File: src/rtl/mdu_seq.sv
// mdu_seq: sequencer for mult/multu/div/divu that drives the core's shared 32-bit ALU into HI/LO.
// Define MDU_DIV_EN to build the divide datapath; otherwise div/divu walk the states and return zero.
module mdu_seq (
   input  logic        clk,
   input  logic        reset,
   input  logic        start,
   input  logic [1:0]  op,
   input  logic [31:0] a,
   input  logic [31:0] b,
   output logic        busy,
   output logic        done,
   output logic [31:0] hi,
   output logic [31:0] lo,
   output logic [31:0] alu_a,
   output logic [31:0] alu_b,
   output logic [2:0]  alu_f,
   input  logic [31:0] alu_y
);

   localparam logic [2:0] F_ADD = 3'b010;
   localparam logic [2:0] F_SUB = 3'b110;

   // Handshake: start is a request sampled only in S_IDLE; busy covers PREP0..FIX1 and
   // done is a single-cycle pulse in S_DONE while hi/lo already hold the final result.
   typedef enum logic [2:0] {
      S_IDLE,
      S_PREP0,
      S_PREP1,
      S_RUN,
      S_FIX0,
      S_FIX1,
      S_DONE
   } state_t;

   state_t      state_q;
   logic        div_q;
   logic        neg_a_q, neg_b_q;
   logic [31:0] a_q, b_q;
   logic [31:0] ma_q, ma_d;
   logic [31:0] mb_q, mb_d;
   logic [31:0] hi_q, hi_d;
   logic [31:0] lo_q, lo_d;
   logic        lo_zero_q, lo_zero_d;
   logic [4:0]  cnt_q;
   logic        busy_q, done_q;

   logic        mul_act, div_act, op_act;
   logic        mul_fix, div_fix_lo, div_fix_hi;
   logic        carry;

   assign mul_act = ~div_q;
   assign op_act  = mul_act | div_act;
   assign mul_fix = mul_act & (neg_a_q ^ neg_b_q);
   assign carry   = (alu_a[31] & alu_b[31]) | ((alu_a[31] | alu_b[31]) & ~alu_y[31]);

`ifdef MDU_DIV_EN
   logic [31:0] rem;
   logic        borrow, q_bit, b_zero;

   assign div_act    = div_q;
   // A zero divisor leaves the raw restoring result, so sign fix-up is skipped.
   assign b_zero     = (b_q == 32'd0);
   assign div_fix_lo = div_act & ~b_zero & (neg_a_q ^ neg_b_q);
   assign div_fix_hi = div_act & ~b_zero & neg_a_q;
   assign rem        = {hi_q[30:0], lo_q[31]};
   assign borrow     = (~alu_a[31] & alu_b[31]) | (~(alu_a[31] ^ alu_b[31]) & alu_y[31]);
   assign q_bit      = hi_q[31] | ~borrow;
`else
   assign div_act    = 1'b0;
   assign div_fix_lo = 1'b0;
   assign div_fix_hi = 1'b0;
`endif

   always_comb begin
      alu_a = 32'd0;
      alu_b = 32'd0;
      alu_f = F_ADD;
      case (state_q)
         S_PREP0: begin
            if (op_act) begin
               alu_f = F_SUB;
               alu_b = a_q;
            end
         end
         S_PREP1: begin
            if (op_act) begin
               alu_f = F_SUB;
               alu_b = b_q;
            end
         end
         S_RUN: begin
            if (mul_act) begin
               alu_a = hi_q;
               alu_b = lo_q[0] ? ma_q : 32'd0;
            end
`ifdef MDU_DIV_EN
            else if (div_act) begin
               alu_f = F_SUB;
               alu_a = rem;
               alu_b = mb_q;
            end
`endif
         end
         S_FIX0: begin
            if (mul_fix || div_fix_lo) begin
               alu_f = F_SUB;
               alu_b = lo_q;
            end
         end
         S_FIX1: begin
            // Upper word of a 64-bit negate: invert and carry in when the low word was zero.
            if (mul_fix) begin
               alu_a = ~hi_q;
               alu_b = {31'd0, lo_zero_q};
            end else if (div_fix_hi) begin
               alu_f = F_SUB;
               alu_b = hi_q;
            end
         end
         default: begin
         end
      endcase
   end

   always_comb begin
      hi_d      = hi_q;
      lo_d      = lo_q;
      ma_d      = ma_q;
      mb_d      = mb_q;
      lo_zero_d = lo_zero_q;
      case (state_q)
         S_PREP0: begin
            hi_d = 32'd0;
            lo_d = 32'd0;
            if (op_act) ma_d = neg_a_q ? alu_y : a_q;
         end
         S_PREP1: begin
            if (op_act) begin
               mb_d = neg_b_q ? alu_y : b_q;
               lo_d = mul_act ? mb_d : ma_q;
            end
         end
         S_RUN: begin
            if (mul_act) begin
               hi_d = {carry, alu_y[31:1]};
               lo_d = {alu_y[0], lo_q[31:1]};
            end
`ifdef MDU_DIV_EN
            else if (div_act) begin
               hi_d = q_bit ? alu_y : rem;
               lo_d = {lo_q[30:0], q_bit};
            end
`endif
         end
         S_FIX0: begin
            lo_zero_d = (lo_q == 32'd0);
            if (mul_fix || div_fix_lo) lo_d = alu_y;
         end
         S_FIX1: begin
            if (mul_fix || div_fix_hi) hi_d = alu_y;
         end
         default: begin
         end
      endcase
   end

   always_ff @(posedge clk or posedge reset) begin
      if (reset) begin
         state_q   <= S_IDLE;
         div_q     <= 1'b0;
         neg_a_q   <= 1'b0;
         neg_b_q   <= 1'b0;
         a_q       <= 32'd0;
         b_q       <= 32'd0;
         ma_q      <= 32'd0;
         mb_q      <= 32'd0;
         hi_q      <= 32'd0;
         lo_q      <= 32'd0;
         lo_zero_q <= 1'b0;
         cnt_q     <= 5'd0;
         busy_q    <= 1'b0;
         done_q    <= 1'b0;
      end else begin
         hi_q      <= hi_d;
         lo_q      <= lo_d;
         ma_q      <= ma_d;
         mb_q      <= mb_d;
         lo_zero_q <= lo_zero_d;
         done_q    <= 1'b0;
         case (state_q)
            S_IDLE: begin
               if (start) begin
                  div_q   <= op[1];
                  a_q     <= a;
                  b_q     <= b;
                  neg_a_q <= ~op[0] & a[31];
                  neg_b_q <= ~op[0] & b[31];
                  busy_q  <= 1'b1;
                  state_q <= S_PREP0;
               end
            end
            S_PREP0: state_q <= S_PREP1;
            S_PREP1: begin
               cnt_q   <= 5'd0;
               state_q <= S_RUN;
            end
            S_RUN: begin
               cnt_q <= cnt_q + 5'd1;
               if (cnt_q == 5'd31) state_q <= S_FIX0;
            end
            S_FIX0: state_q <= S_FIX1;
            S_FIX1: begin
               busy_q  <= 1'b0;
               done_q  <= 1'b1;
               state_q <= S_DONE;
            end
            S_DONE: state_q <= S_IDLE;
            default: state_q <= S_IDLE;
         endcase
      end
   end

   assign busy = busy_q;
   assign done = done_q;
   assign hi   = hi_q;
   assign lo   = lo_q;

   a_busy_done_excl: assert property (@(posedge clk) disable iff (reset) !(busy_q && done_q));
   a_done_one_cycle: assert property (@(posedge clk) disable iff (reset) done_q |=> !done_q);

endmodule

File: config.mk
export PLATFORM = sky130hd
export DESIGN_NAME = mdu_seq
export DESIGN_NICKNAME = d
export VERILOG_FILES = /design/src/rtl/mdu_seq.sv
export SDC_FILE = /design/constraint.sdc
export NUM_CORES = 1
export LEC_CHECK = 0
export ABC_CLOCK_PERIOD_IN_PS = 5830
export CORE_MARGIN = 2
export CORE_UTILIZATION = 60
export CTS_CLUSTER_SIZE = 12
export DETAILED_ROUTE_END_ITERATION = 10
export DONT_BUFFER_PORTS = 1
export PLACE_DENSITY = 0.87
export SLEW_MARGIN = 20
export SYNTH_ARGS = -nofsm -noshare
export SYNTH_HDL_FRONTEND = slang
export SYNTH_SLANG_ARGS = --single-unit
File: constraint.sdc
create_clock -name clk -period 5.83 [get_ports clk]
set_input_delay 0.583 -clock clk [delete_from_list [all_inputs] [get_ports clk]]
set_output_delay 0.583 -clock clk [all_outputs]
set_load 0.02 [all_outputs]
==> reports/summary.txt, run 1 <==
placed insts - 1020
max_cap viols - 0
I/O Buffers - 0
total CTS buffers - 17
DR WL/cell - 25.49 um
Internal Power - 2.893 mW
worst-case clock buffer depth - 2
largest net degree at the start of global routing - 113
drt first pass iters - 6
CTS clk-pin slew, worst paths - 0.06 ns
vias in the first global route - 7288
combinational share of power - 34.0%
outcome - finished, final reports clean
Post-DP HPWL - 17860 um
Peak VDD IR - 0.2737 mV
Max FO, Critical Path - 21
total gr overflow - 0
Die Width - 128.9 um
fill cell count - 1166
actual slew at the worst max-slew pin - 1.058 ns
final RePlAce weighted congestion - 0.8698
minimum clock period - 3.965 ns
net switching power - 2.192 mW
gr usage total - 32.38%
pwr dens - 511.6 mW/mm2
Routed WL - 26900 um
layout cell share with drive strength beyond 1 - 20.09%
Clock Skews - 0.009269 ns
Vias - 7528
DR vias/cell - 7.136
Post-Syn Nets - 1009
startpoint types - flip-flop
setup violators final - 0
Synthesis Warnings - 0
most common cell after layout, fill and taps aside - dfrtp_1
switch share - 43.11%
Worst slew margin - 29.46%
Min-Delay Path Class - in -> reg
area of the multi-input gates - 0.004597 mm2
Ports - 234
Seq pwr share - 44.5%
Seq/Total Area, Yosys - 46.52%
Rows - 45
worst path required time - 5.25 ns
Final ANT Viol Nets - 0
initial DRC count - 1008
crit share post-route - 68.01%
first-pass GRT wire length - 41160 um
Num Clock Sinks - 174
CTS tree - built
Starting Density - 61.57%
#FFs+latches synth - 174
Setup Slack @ Placement - 2.357 ns
total core area - 0.01520 mm2
Reg2Reg Setup Slack - 2.61 ns
type of the worst setup path - reg -> out
DRC errors left - 0
FF/Latch Area - 0.004357 mm2
leak pwr - 4.074 nW
crit path DAT - 3.38 ns
clk_lat worst skew - 0.43 ns
synth unique cells - 57
Final Max Slew Viols - 0
Nets - 956
post-CTS setup buffers - 0
clock power share - 21.5%
synthesized area - 0.009360 mm2
Layout area overhead - 6.189%
most frequent cells in the layout - dfrtp_1, mux2_2, nand2_1
initial antenna violation count - 1
die area - 0.01662 mm2
Critical Path End Type - output port
fin cells - 1055
syn_area_per_cell - 10.33 um2
worst setup slack after layout - 1.865 ns
level count of the clock H-tree - 4
Setup Total Neg Slack - 0 ns
Hold Fails Final Rpt - 0
Synth Instances - 906
Die Span Y - 128.9 um
maximum clock frequency - 252.2 MHz
RSZ-0062 raised after global routing - no
root buffer cell - clkbuf_16
## per-layer routing
| layer | share of wire (%) | global-route usage (%) | wire [um] |
|---|---|---|---|
| met1 | 40 | 43.68 | 10670 |
| met2 | 46 | 48.55 | 12390 |
| met5 | 0 | 0 | 0 |
| met4 | 2.8 | 13.04 | 742 |
| met3 | 11 | 10.85 | 3086 |
## synthesized netlist by cell type (all sizes together)
master     n  area [um2]
a21o       1       7.510
inv        6       22.52
xor2       1       27.53
a311oi     1       15.01
nor2b      4       25.02
a31o       1       8.760
o21ai     62       310.3
ha         2       25.02
clkbuf    36       136.4
nor4       8       50.05
nand3      4       20.02
a221oi     2       23.77
o2bb2ai   10       87.58
mux2i     34       340.3
nand3b     4       30.03
nor4b      1       23.77
nor3       7       50.05
o41ai      1       8.760
or3        1       6.260
nor3b      2       20.02
dfrtp    174        4354
a32oi      1       8.760
nand2     93       349.1
a22o      24       210.2
o31ai      1       12.51
a21oi     67       339.1
o211ai     1       7.510
a222oi    40       400.4
nor2      69       261.5
nand2b     4       25.02
mux2     117        1318
o211a      1       10.01
o21a       1       7.510
a31oi      1       6.260
xnor2      1       8.760
and2       4       25.03
buf       53       296.5
a22oi     54       405.4
and3b      2       17.52
or2        2       12.52
o21bai     1       7.510
and3       2       12.51
conb       2       7.510
nand4      3       18.77
## what timing repair did
action | in CTS | in global routing
resized for setup | 0 | 0
hold buffers | 0 | 1
setup endpoints to repair | 0 | 0
hold endpoints to repair | 0 | 26
## registers in the layout (all words and copies together), names as in the netlist, 3 cells and up
name     cells
hi          32
cnt_q        5
lo          32
ma_q        32
a_q         32
b_q         32
state_q      3
## worst max-delay path, stage by stage (launching register included)
cell and delay (ns):
dfrtp_1 0.89, nand2b_1 0.42, nor2_2 0.58, buf_4 0.41
a22oi_1 0.13, a31oi_1 0.51
## power groups by stage
stage	combinational (mW)	sequential, mW	clock (mW)
after floorplan	1.49	2.07	0
after global placement	1.64	2.25	0
after detailed placement	1.70	2.27	0
after CTS	1.72	2.25	1.11
after global routing	1.90	2.31	1.17
final	1.73	2.26	1.09
## final timing paths
| path | to | from | cells after the start |
|---|---|---|---|
| worst min-delay path | div_q | op[1] | 2 |
| worst min register to register | cnt_q[1] | cnt_q[1] | 2 |
| worst max register to register | ma_q[14] | state_q[0] | 5 |
| max in group asynchronous | a_q[23] | reset | 4 |
| worst max-delay path | alu_b[0] | state_q[1] | 5 |
| min in group asynchronous | hi[0] | reset | 2 |
## stage by stage
step                util (%)  power [mW]  hold slack (ns)  instance area [um2]
finish                 65.38       5.085           0.2894                 9940
global placement       61.33       3.889           0.4565                 9323
detailed placement     61.33       3.974           0.4705                 9323
global route           65.37       5.372           0.2747                 9937
floorplan                  -       3.562           0.4453                 9360
CTS                    65.08       5.073           0.2703                 9893
## layout make-up
| cell class | instances | share of cell area (%) |
|---|---|---|
| well taps | 188 | 2.367 |
| repair buffers | 17 | 1.511 |
| diodes | 1 | 0.02518 |
| inverters | 6 | 0.2769 |
| multi-input cells | 637 | 46.25 |
| flip-flops and latches | 174 | 43.83 |
| clock buffers | 20 | 4.595 |
| clock inverters | 12 | 1.146 |
## kinds of logic (layout without fill, tap and decap cells)
kind of cell | Yosys count | count (layout) | synth area share, %
buffers and inverters | 95 | 55 | 4.866
DFF | 174 | 174 | 46.52
and+or+nand+nor | 210 | 210 | 10.12
adders and majority gates | 2 | 2 | 0.2673
xor gates and xnor gates | 2 | 2 | 0.3877
other | 2 | 3 | 0.08023
muxes | 151 | 151 | 17.71
AOI/OAI and AO/OA | 270 | 270 | 20.05
Note: power is estimated with default switching activity, not from simulation.
==> inputs of run 2 (changes only) <==
- ABC_CLOCK_PERIOD_IN_PS: 5830 -> 3250
- CORE_UTILIZATION: 60 -> 58
- clock period: 5.83 -> 3.25 ns (I/O delays scaled with it)
==> reports/summary.txt, run 2 (synthesized netlist as in run 1, its figures left out) <==
Starting Density - 59.14%
combinational share of power - 37.0%
Ports - 234
clock power share - 21.1%
Min-Delay Path Class - in -> reg
root buffer cell - clkbuf_16
Routed WL - 27940 um
fill cell count - 1195
clk_lat worst skew - 0.43 ns
Setup Slack @ Placement - 0.5529 ns
Reg2Reg Setup Slack - 0.65 ns
worst path required time - 2.92 ns
Critical Path End Type - output port
Layout area overhead - 12.98%
Top cell by count, worst path - buf_4
initial DRC count - 1066
Final ANT Viol Nets - 0
CTS tree - built
drt first pass iters - 7
Final Util - 66.81%
final RePlAce weighted congestion - 0.9014
worst setup slack after layout - 0.08117 ns
switch share - 41.92%
total CTS buffers - 17
number of cells on the worst hold path - 1
layout cell share with drive strength beyond 1 - 26.96%
outcome - finished, final reports clean
gr usage total - 32.13%
net switching power - 4.030 mW
DRC errors left - 0
crit-path cells - and3b_2, and2_1, buf_4, a222oi_1, a21oi_1, buf_4
type of the worst setup path - reg -> out
die area - 0.01717 mm2
Final Max Slew Viols - 0
RR Endpoint - ma_q[11]
crit path DAT - 2.84 ns
first-pass GRT wire length - 41330 um
minimum clock period - 3.169 ns
most common cell after layout, fill and taps aside - dfrtp_1
Vias - 7861
worst-case clock buffer depth - 2
Max FO, Critical Path - 26
startpoint types - flip-flop
DR vias/cell - 6.777
DR WL/cell - 24.08 um
Slowest-stage cell, CP - dfrtp_1
Overall Power - 9.616 mW
Worst slew margin - 37.78%
reg2reg path depth - 7
I/O Buffers - 0
max_cap viols - 0
CP top delay family - flip-flops
pwr dens - 909.3 mW/mm2
leak pwr - 4.490 nW
total core area - 0.01583 mm2
Peak VDD IR - 0.5601 mV
Die Width - 131.0 um
maximum clock frequency - 315.6 MHz
level count of the clock H-tree - 4
Worst Path Buf+Inv - 2
CTS clk-pin slew, worst paths - 0.07 ns
Hold Path Sink - a_q[14]
HP Start - a[14]
Setup Total Neg Slack - 0 ns
most frequent cells in the layout - dfrtp_1, mux2_2, nand2_1
Internal Power - 5.585 mW
crit share post-route - 97.50%
max incr delay on CP - 0.79 ns
Num Clock Sinks - 174
reg2reg start - state_q[0]
Rows - 46
total gr overflow - 0
initial antenna violation count - 2
RSZ-0062 raised after global routing - no
Nets - 1032
actual slew at the worst max-slew pin - 0.9313 ns
Post-DP HPWL - 19020 um
largest net degree at the start of global routing - 66
post-CTS setup buffers - 0
Clock Skews - 0.007209 ns
CP Depth - 6
setup violators final - 0
Hold Fails Final Rpt - 0
Die Span Y - 131.0 um
Seq pwr share - 41.9%
vias in the first global route - 7279
[run 2: cell types whose count changed in the layout (fill, tap and decap cells not counted), sizes merged]
cell and change:
clkinvlp -1, clkbuf -2, diode +1, buf +76, bufinv +1, clkinv +2
[run 2: through the flow]
stage | hold slack [ns] | instance area (um2) | std cells
floorplan | 0.4418 | 9364 | 906
global placement | 0.4062 | 9972 | 1125
detailed placement | 0.4182 | 9972 | 1125
CTS | 0.01892 | 10570 | 1158
global route | 0.01642 | 10570 | 1159
finish | 0.02342 | 10580 | 1160
[run 2: layer usage]
layer	GRT usage (%)	up-vias	part of all wire, %
met3	8.632	102	12
met5	0	-	0
met4	14.27	0	3.8
met1	42.04	3788	38
met2	50.50	558	46
li1	-	3413	-
[run 2: worst max-delay path by stage]
stage	start	to	slack (ns)
floorplan	reset	a_q[0]	0.70
global placement	state_q[1]	alu_b[0]	0.64
detailed placement	state_q[2]	alu_a[1]	0.55
CTS	state_q[2]	alu_a[1]	0.09
global route	state_q[0]	alu_b[19]	0.05
finish	state_q[0]	alu_b[19]	0.08
[run 2: power groups by stage]
stage / Clock, mW / Sequential (mW) / Combinational (mW)
final: 2.03 / 4.03 / 3.56
after CTS: 2.04 / 4.01 / 3.53
after detailed placement: 0 / 4.04 / 3.51
after global routing: 2.13 / 4.11 / 3.89
after global placement: 0 / 4.01 / 3.38
after floorplan: 0 / 3.71 / 2.68
[run 2: area by class of cell]
class | count | area, um2 | share of cell area (%)
Multi-Input combinational cell | 637 | 4593 | 43.43
Sequential cell | 174 | 4359 | 41.22
Timing Repair Buffer | 93 | 738.2 | 6.981
Clock buffer | 18 | 439.2 | 4.153
Tap cell | 216 | 270.3 | 2.556
Clock inverter | 14 | 143.9 | 1.361
Inverter | 6 | 26.28 | 0.2485
Antenna cell | 2 | 5.005 | 0.04733
[run 2: what timing repair did]
| item | in CTS | in global routing |
|---|---|---|
| hold buffers | 1 | 0 |
| setup endpoints to repair | 0 | 32 |
| endpoints found under the hold margin | 37 | 0 |
| resized for setup | 0 | 3 |
